[config.mk]
export PLATFORM = sky130hd
export DESIGN_NAME = cp0_timer_bridge
export DESIGN_NICKNAME = d
export VERILOG_FILES = /design/src/rtl/cp0_timer_bridge.sv
export SDC_FILE = /design/constraint.sdc
export NUM_CORES = 1
export LEC_CHECK = 0
export CORE_MARGIN = 2
export CORE_UTILIZATION = 47
export CTS_CLUSTER_SIZE = 10
export DETAILED_ROUTE_END_ITERATION = 8
export PLACE_DENSITY_LB_ADDON = 0.05
export SYNTH_ARGS = -nofsm -noshare
export SYNTH_HDL_FRONTEND = slang
export SYNTH_SLANG_ARGS = --single-unit
[constraint.sdc]
create_clock -name clk -period 3 [get_ports clk]
set_clock_uncertainty 0.1 [all_clocks]
set_input_delay 0.6 -clock clk [delete_from_list [all_inputs] [get_ports clk]]
set_output_delay 0.6 -clock clk [all_outputs]
set_load 0.005 [all_outputs]
[src/rtl/cp0_timer_bridge.sv]
// cp0_timer_bridge: exception/interrupt and MMIO back end of the 5-stage MIPS core.
//   CP0 (SR, Cause, EPC, PRId), a bridge that decodes load/store addresses into
//   two countdown-timer windows, and the two timers whose IRQs feed CP0.
// Ports:
//   clk, reset                       clock, synchronous active-high reset
//   ext_int                          external interrupt (HW interrupt bit 2)
//   cp0_op/cp0_addr/cp0_wdata        MFC0/MTC0/ERET request from the pipeline
//   exc_in/bd/epc_in                 pending exception of the MEM instruction
//   vaddr/mem_type/mem_mode/mem_wdata  load/store access from MEM
//   int_req                          flush to handler this cycle
//   epc_out/cp0_rdata                EPC and MFC0 read data
//   dev_hit/dev_rdata/dev_exc        timer window hit, timer read data, AdEL/AdES

// Countdown timer: CTRL (IM, MODE, EN), PRESET and read-only COUNT.
//   we/offset/wdata write port, rdata combinational read, irq = flag & IM.
module cp0_timer_bridge_tc (
   input  logic        clk,
   input  logic        reset,
   input  logic        we,
   input  logic [1:0]  offset,
   input  logic [31:0] wdata,
   output logic [31:0] rdata,
   output logic        irq
);
   typedef enum logic [1:0] {
      ST_IDLE = 2'd0,
      ST_LOAD = 2'd1,
      ST_CNT  = 2'd2,
      ST_INT  = 2'd3
   } tc_state_t;

   tc_state_t   state_r, state_s;
   logic [3:0]  ctrl_r, ctrl_s;
   logic [31:0] preset_r, preset_s;
   logic [31:0] count_r, count_s;
   logic        flag_r, flag_s;

   // Timer state and register file update
   always_ff @(posedge clk) begin
      if (reset) begin
         state_r  <= ST_IDLE;
         ctrl_r   <= 4'd0;
         preset_r <= 32'd0;
         count_r  <= 32'd0;
         flag_r   <= 1'b0;
      end else begin
         state_r  <= state_s;
         ctrl_r   <= ctrl_s;
         preset_r <= preset_s;
         count_r  <= count_s;
         flag_r   <= flag_s;
      end
   end

   // Next state: a register write freezes the counting FSM for that cycle
   always_comb begin
      state_s  = state_r;
      ctrl_s   = ctrl_r;
      preset_s = preset_r;
      count_s  = count_r;
      flag_s   = flag_r;
      if (we) begin
         case (offset)
            2'd0:    ctrl_s   = wdata[3:0];
            2'd1:    preset_s = wdata;
            default: ctrl_s   = ctrl_r;
         endcase
      end else begin
         case (state_r)
            ST_IDLE: begin
               if (ctrl_r[0]) begin
                  state_s = ST_LOAD;
                  flag_s  = 1'b0;
               end else begin
                  state_s = ST_IDLE;
               end
            end
            ST_LOAD: begin
               count_s = preset_r;
               state_s = ST_CNT;
            end
            ST_CNT: begin
               if (!ctrl_r[0]) begin
                  state_s = ST_IDLE;
               end else if (count_r > 32'd1) begin
                  count_s = count_r - 32'd1;
               end else begin
                  count_s = 32'd0;
                  flag_s  = 1'b1;
                  state_s = ST_INT;
               end
            end
            ST_INT: begin
               state_s = ST_IDLE;
               // mode 0 is one-shot (flag held until next LOAD); others auto-reload
               if (ctrl_r[2:1] == 2'd0) begin
                  ctrl_s[0] = 1'b0;
               end else begin
                  flag_s = 1'b0;
               end
            end
            default: state_s = ST_IDLE;
         endcase
      end
   end

   // Register read mux
   always_comb begin
      case (offset)
         2'd0:    rdata = {28'd0, ctrl_r};
         2'd1:    rdata = preset_r;
         2'd2:    rdata = count_r;
         default: rdata = 32'd0;
      endcase
   end

   assign irq = flag_r & ctrl_r[3];
endmodule

module cp0_timer_bridge (
   input  logic        clk,
   input  logic        reset,
   input  logic        ext_int,
   input  logic [1:0]  cp0_op,
   input  logic [4:0]  cp0_addr,
   input  logic [31:0] cp0_wdata,
   input  logic [4:0]  exc_in,
   input  logic        bd,
   input  logic [31:0] epc_in,
   input  logic [31:0] vaddr,
   input  logic [1:0]  mem_type,
   input  logic [1:0]  mem_mode,
   input  logic [31:0] mem_wdata,
   output logic        int_req,
   output logic [31:0] epc_out,
   output logic [31:0] cp0_rdata,
   output logic        dev_hit,
   output logic [31:0] dev_rdata,
   output logic [4:0]  dev_exc
);
   localparam logic [31:0] PRID    = 32'h2023_0007;
   localparam logic [1:0]  OP_MTC0 = 2'd2;
   localparam logic [1:0]  OP_ERET = 2'd3;

   logic [5:0]  im_r, ip_r, hw_int_s;
   logic        exl_r, ie_r, bd_r;
   logic [4:0]  exccode_r;
   logic [31:0] epc_r, epc_target_s;
   logic        irq_s, excq_s, t0_irq_s, t1_irq_s;
   logic        hit0_s, hit1_s, store_s, in_ram_s, we_s;
   logic [1:0]  off_s;
   logic [4:0]  acc_code_s, dev_exc_s;
   logic [31:0] t0_rdata_s, t1_rdata_s;

   assign hw_int_s     = {3'b000, ext_int, t1_irq_s, t0_irq_s};
   assign irq_s        = (|(hw_int_s & im_r)) & ie_r & ~exl_r;
   assign excq_s       = (exc_in != 5'd0) & ~exl_r;
   assign int_req      = irq_s | excq_s;
   // a delay-slot instruction restarts at its branch
   assign epc_target_s = bd ? (epc_in - 32'd4) : epc_in;
   assign epc_out      = epc_r;

   // CP0 register update; taking an exception overrides MTC0/ERET
   always_ff @(posedge clk) begin
      if (reset) begin
         im_r      <= 6'd0;
         exl_r     <= 1'b0;
         ie_r      <= 1'b0;
         bd_r      <= 1'b0;
         ip_r      <= 6'd0;
         exccode_r <= 5'd0;
         epc_r     <= 32'd0;
      end else begin
         ip_r <= hw_int_s;
         if (int_req) begin
            exl_r     <= 1'b1;
            exccode_r <= irq_s ? 5'd0 : exc_in;
            bd_r      <= bd;
            epc_r     <= {epc_target_s[31:2], 2'b00};
         end else if (cp0_op == OP_MTC0) begin
            case (cp0_addr)
               5'd12: begin
                  im_r  <= cp0_wdata[15:10];
                  exl_r <= cp0_wdata[1];
                  ie_r  <= cp0_wdata[0];
               end
               5'd14:   epc_r <= cp0_wdata;
               default: epc_r <= epc_r;
            endcase
         end else if (cp0_op == OP_ERET) begin
            exl_r <= 1'b0;
         end else begin
            exl_r <= exl_r;
         end
      end
   end

   // MFC0 read mux
   always_comb begin
      case (cp0_addr)
         5'd12:   cp0_rdata = {16'd0, im_r, 8'd0, exl_r, ie_r};
         5'd13:   cp0_rdata = {bd_r, 15'd0, ip_r, 3'd0, exccode_r, 2'd0};
         5'd14:   cp0_rdata = epc_r;
         5'd15:   cp0_rdata = PRID;
         default: cp0_rdata = 32'd0;
      endcase
   end

   assign hit0_s     = (vaddr >= 32'h0000_7F00) && (vaddr <= 32'h0000_7F0B);
   assign hit1_s     = (vaddr >= 32'h0000_7F10) && (vaddr <= 32'h0000_7F1B);
   assign dev_hit    = hit0_s | hit1_s;
   assign off_s      = vaddr[3:2];
   assign store_s    = (mem_mode == 2'd2);
   assign in_ram_s   = (vaddr <= 32'h0000_2FFF);
   assign acc_code_s = store_s ? 5'd5 : 5'd4;

   // Bridge access checks: sub-word device access, COUNT store, unmapped address
   always_comb begin
      dev_exc_s = 5'd0;
      if (mem_mode != 2'd0) begin
         if (dev_hit && (mem_type != 2'd0)) begin
            dev_exc_s = acc_code_s;
         end else if (store_s && dev_hit && (off_s == 2'd2)) begin
            dev_exc_s = 5'd5;
         end else if (!in_ram_s && !dev_hit) begin
            dev_exc_s = acc_code_s;
         end else begin
            dev_exc_s = 5'd0;
         end
      end else begin
         dev_exc_s = 5'd0;
      end
   end

   assign dev_exc = dev_exc_s;
   // a flushed instruction must not leave a side effect in a timer
   assign we_s    = store_s & dev_hit & (dev_exc_s == 5'd0) & ~int_req;

   // Device read data select
   always_comb begin
      if (hit0_s) begin
         dev_rdata = t0_rdata_s;
      end else if (hit1_s) begin
         dev_rdata = t1_rdata_s;
      end else begin
         dev_rdata = 32'd0;
      end
   end

   cp0_timer_bridge_tc u_tc0 (
      .clk    (clk),
      .reset  (reset),
      .we     (we_s & hit0_s),
      .offset (off_s),
      .wdata  (mem_wdata),
      .rdata  (t0_rdata_s),
      .irq    (t0_irq_s)
   );

   cp0_timer_bridge_tc u_tc1 (
      .clk    (clk),
      .reset  (reset),
      .we     (we_s & hit1_s),
      .offset (off_s),
      .wdata  (mem_wdata),
      .rdata  (t1_rdata_s),
      .irq    (t1_irq_s)
   );
endmodule

# ---- Word-level counts from Yosys, hierarchy flattened
# Index checks and enable logic that the tools add are counted.
# W data, S select, Z words.
dict set report totals {
  output_inout_bits 103
  elab_cells 173
  regBits 194
}
dict set report op_classes {
  add_sub_neg 3
  reduce_logical 46
  eq_ne 28
  mux 51
  bitwise_logic 17
  order_cmp 7
}
# operator n
set ops {}
lappend ops {{$mux W32} 10}
lappend ops {{$pmux W32 S3} 2}
lappend ops {{$pmux W32 S2} 2}
lappend ops {{$pmux W32 S4} 1}
lappend ops {{$ge A32 B15 Y1 const B} 2}
lappend ops {{$gt A32 B1 Y1 const B} 2}
lappend ops {{$le A32 B15 Y1 const B} 2}
lappend ops {{$sub A32 B1 Y32 const B} 2}
lappend ops {{$le A32 B14 Y1 const B} 1}
lappend ops {{$sub A32 B3 Y32 const B} 1}
lappend ops {{$mux W1} 23}
lappend ops {{$eq A5 B4 Y1 const B} 4}
lappend ops {{$reduce_bool A2 Y1} 10}
lappend ops {{$reduce_and A2 Y1} 9}
lappend ops {{$eq A2 B2 Y1 const B} 8}
lappend ops {{$pmux W2 S4} 2}
lappend ops {{$reduce_and A3 Y1} 5}
lappend ops {{$ne A2 B2 Y1 const B} 6}
lappend ops {{$reduce_and A6 Y1} 2}
lappend ops {{$and A1 B1 Y1} 10}
lappend ops {{$logic_not A2 Y1} 5}
lappend ops {{$mux W5} 2}
lappend ops {{$mux W3} 3}
lappend ops {{$reduce_bool A3 Y1} 3}
lappend ops {{other kinds (15)} 35}

# ---- Depth between registers and ports, before layout
dict set report logic_depth {
  word_depth 15
  ltp_mapped 10
  depth_no_buf 8
}

# ---- Cells and area by module
# From an unflattened synthesis, not the netlist that was laid out.
dict set report unflattened {
  hier_cells 1522
  area_unflattened_um2 11742.5
}
# module n_inst cells_each seq_area_each_um2 area_each_um2
set modules_own_cells {}
lappend modules_own_cells {{cp0_timer_bridge_tc at u_tc1} 1 516 1421.4 3996.3}
lappend modules_own_cells {{cp0_timer_bridge_tc at u_tc0} 1 525 1421.4 3940.0}
lappend modules_own_cells {cp0_timer_bridge 1 481 980.9 3806.2}

# ---- Least setup slack after synthesis
# No wires, ideal clock.
dict set report synth_path {
  kind {input -> output}
  from {input vaddr[4]}
  to {output dev_rdata[3]}
  t_required_ns 2.300
  arrival_time_ns 2.338
  path_slack_ns -0.038
  stages 6
  n_path_buf 4
  path_cell_list {clkbuf_1 -> clkbuf_1 -> buf_1 -> clkbuf_1 -> o21ai_0 -> a221oi_1}
}
dict set report synth_via {
  elab_chain_cells 4
}
# item line_no
set synth_lines {}
lappend synth_lines {{start, declared} 130} ;# input logic [31:0] vaddr,
lappend synth_lines {{$ge A32 B15 Y1 / $le A32 B15 Y1 (equally long branches)} 210} ;# assign hit1_s = (vaddr >= 32'h0000_7F10) && (vaddr <= 32'h0000_7F1B);
lappend synth_lines {{$logic_and A1 B1 Y1} 210}
lappend synth_lines {{$mux W32} 243} ;# end else if (hit1_s) begin
lappend synth_lines {{$mux W32 *} 241} ;# if (hit0_s) begin
lappend synth_lines {{end, declared} 138} ;# output logic [31:0] dev_rdata,
# Every way passes the cells marked *; elsewhere a longest branch is shown, timed or not.

# ---- Final worst setup path
dict set report layout_path {
  from {input cp0_addr[3]}
  to {output cp0_rdata[23]}
}
dict set report layout_via {
  elab_chain_cells 2
}
# item line_no
set layout_lines {}
lappend layout_lines {{start, declared} 125} ;# input logic [4:0] cp0_addr,
lappend layout_lines {{$eq A5 B4 Y1} 200} ;# case (cp0_addr)
lappend layout_lines {{$pmux W32 S4 *} 200}
lappend layout_lines {{end, declared} 136} ;# output logic [31:0] cp0_rdata,
# Marks and branches as above.

==> impl_results.md <==
- Outcome: completed
- Insertion delay of the later-clocked pin in the worst-skew pair: 0.45 ns
- Hold buffer count at cts: 0
- Share of final-layout standard cells stronger than drive strength 1: 16.3%
- Maximum capacitance violations: 0
- Path type of the worst min-delay path: reg -> reg
- IO Count: between 200 and 300
- Start-to-end type of the worst setup path: in -> out
- Starting utilization of the core area: a little under half
- Count of flip-flops with a built-in enable after synthesis: 0
- Number of cell instances on the worst register-to-register path: 7
- Number of DRC violations after detailed-routing iteration 0: 1230
- Finished layout cell area: roughly 16000 um^2
- Tcrit/Tclk final: between 90% and 100%
- Cell accounting for the most synthesized area: dfxtp_1
- Highest attainable clock frequency: around 340 MHz
- Post-layout nets: 1960
- Crit. End Element: primary output
- Post-synth top area share: about a third
- Worst Hold End: bd_r
- DRT antenna net count: 0
- Maximum VDD drop: about 0.00037 V
- Register bit total from synthesis: 191
- Endpoints failing hold: 0
- Number of levels in the clock H-tree: 4
- TritonRoute pass-1 iters: 6
- Crit path arrival time: about 2.3 ns
- Power per cell area: 360 nW/um^2
- Min Hold Slack: ~0.36 ns
- Die boundary height: between 150 and 200 um
- Worst endpoint required time: ~2.3 ns
- Clock buffer depth: 2
- Pin count of the biggest net entering global routing: roughly 170
- Primary FF master, synth: dfxtp_1
- Number of setup violations in the final report: 0
- Setup crit start kind: input port
- FF-to-FF End: u_tc1.count_r[29]
- Signed area change from the synthesized netlist to the final layout: 38.3%
- Residual DRC: 0
- Clock buffers created by TritonCTS: 17
- Die area: roughly 26000 um^2
- Overall overflow remaining after global route: 0
- Cell area after synthesis: between 10000 and 15000 um^2
- Share of synthesized flip-flops with an asynchronous set or reset: 0%
- Initial antenna violation count: 1
- Count of warnings emitted by yosys: 0
- Number of pins with negative max-slew slack in the final report: 0
- Number of instances in the synthesized netlist: approximately 1500
- Sequential share of the synthesized area: ~33%
- Yosys cell types: 76
- Fin worst setup slack: ~0.025 ns
- Global placer's final weighted congestion: 0.927
- Synth Area per Inst: approximately 7.6 um^2
- PortBufs: approximately 240
- Placement-stage worst setup slack: -0.633 ns
- Detailed Place HPWL: approximately 31000 um
- Detailed-route wire length: about 44000 um
- Via-per-instance ratio: 6.01
- Area of the placeable core: roughly 24000 um^2
- Worst Tran Pin Value: between 0.8 and 0.9 ns
- Cell at the root of the clock tree: clkbuf_16
- Biggest fanout along the worst timing path: 7
- Antenna Cells: 0
- Worst R2R Start: u_tc1.count_r[14]
- Min-Delay Startpoint: bd_r
- Overall via count from detail_route: between 10000 and 15000
- Hold Path Depth: 2
- Minimum period implied by the final worst setup slack: approximately 3 ns
- Area contributors post-synth: dfxtp_1 33%, mux2i_1 9.7%, nand2_1 7.1%
- Total chip power: roughly 5.7 mW
- Total GRT Usage: between 30% and 40%
- Chip Width: ~160 um
- Clk slew on worst S/H paths: approximately 0.07 ns
- Worst slew margin relative to its limit: between 40% and 50%
- First-pass GRT wire length: 68300 um
- Number of global-route vias before repair: between 10000 and 15000
- Clock sink total: approximately 190
- Clock tree from TritonCTS: built
- Routed length per instance: 20.5 um
- Post-detailed-placement cell area: approximately 15000 um^2
- Static leakage: just over 6 nW
- Register-to-Register Setup Slack: 0.24 ns
- Row count: 57
==> critical path, cell delays in order <==
cell and delay (ns):
clkdlybuf4s50_1 0.47, nand3b_1 0.21, nor2b_4 0.21, buf_6 0.15
and2_1 0.13, clkdlybuf4s50_1 0.50
==> Yosys cell counts (all sizes together) (4+ instances only) <==
master	instances
a211o	5
a211oi	41
a21oi	164
a221oi	7
a22oi	10
a311oi	4
a31oi	10
a32o	9
a32oi	7
and2	27
and3	9
buf	28
clkbuf	96
dfxtp	191
ha	5
inv	31
mux2i	112
nand2	219
nand2b	6
nand3	23
nand4	14
nor2	148
nor2b	10
nor3	42
nor4	38
nor4b	4
o211ai	12
o21a	6
o21ai	85
o22a	28
o31a	4
o31ai	13
o32ai	9
o41ai	4
or2	6
or3	13
or4	14
xnor2	11
xor2	20
==> cell families after synthesis <==
family / synth area share [%]
xor gates and xnor gates: 2.35
muxes: 9.81
and+or+nand+nor: 24.4
adders and majority gates: 0.542
DFF: 33.1
buffers and inverters: 5.56
other: 0.0325
AOI/OAI and AO/OA: 24.2
==> registers in the layout, summed over array words and instances, names as in the netlist, 5 cells and up <==
| register | cells |
|---|---|
| im_r | 6 |
| u_tc0.preset_r | 32 |
| u_tc1.preset_r | 32 |
| u_tc1.count_r | 32 |
| u_tc0.count_r | 32 |
| exccode_r | 5 |
| epc_out | 32 |
==> layout by cell type, fill, tap and decap left out, drive strengths merged, types with 31 or more instances in the layout <==
master / n
nor2: 148
inv: 38
a211oi: 41
clkbuf: 31
clkdlybuf4s50: 158
o21ai: 85
nand2: 219
dfxtp: 191
buf: 180
nor4: 38
a21oi: 164
nor3: 42
mux2i: 112
==> cell type report <==
cell class	count	area, um^2
multi-input cells	1171	7300
fillers	2175	8280
flip-flops and latches	191	3820
repair buffers	395	3720
inverters	31	116
clock buffers	17	425
clock inverters	14	176
well taps	324	405
==> where the power goes <==
part | switching [mW] | internal, mW | total [mW]
clock | 1.09 | 1.33 | 2.42
combinational | 0.325 | 0.387 | 0.712
sequential | 0.0357 | 2.58 | 2.62
==> through the flow <==
step	instances	util (%)	setup TNS, ns
2_1_floorplan	1517	-	0
3_3_place_gp	2087	61.9	-42.93
3_5_place_dp	2087	61.9	-42.32
4_1_cts	2141	65.5	-0.0415
5_1_grt	2143	65.8	-0.00183
6_report	2143	65.8	0
==> worst max path at each step <==
stage | slack [ns] | to | start | depth (start not counted)
3_5_place_dp | -0.63 | dev_rdata[23] | vaddr[15] | 7
3_3_place_gp | -0.59 | dev_rdata[18] | vaddr[15] | 7
2_1_floorplan | 0.15 | dev_rdata[3] | vaddr[4] | 6
5_1_grt | -0.002 | int_req | exc_in[0] | 7
6_report | 0.02 | cp0_rdata[23] | cp0_addr[3] | 6
4_1_cts | -0.04 | dev_rdata[28] | vaddr[15] | 8
==> layer usage <==
layer | vias up | part of all wire (%) | track usage (%) | wire [um]
li1 | 6060 | - | - | -
met1 | 6079 | 42 | 41.6 | 18500
met2 | 611 | 47 | 57.0 | 20800
met3 | 119 | 6.6 | 4.93 | 2900
met4 | 0 | 4.0 | 13.5 | 1740
met5 | - | 0 | 0 | 0
==> repair_timing <==
action,CTS,global route
gates cloned,4,0
setup buffers,19,3
gates resized for setup,210,64
pin swaps,20,11
setup endpoints to repair,44,87
Note: power is estimated with default switching activity, not from simulation.
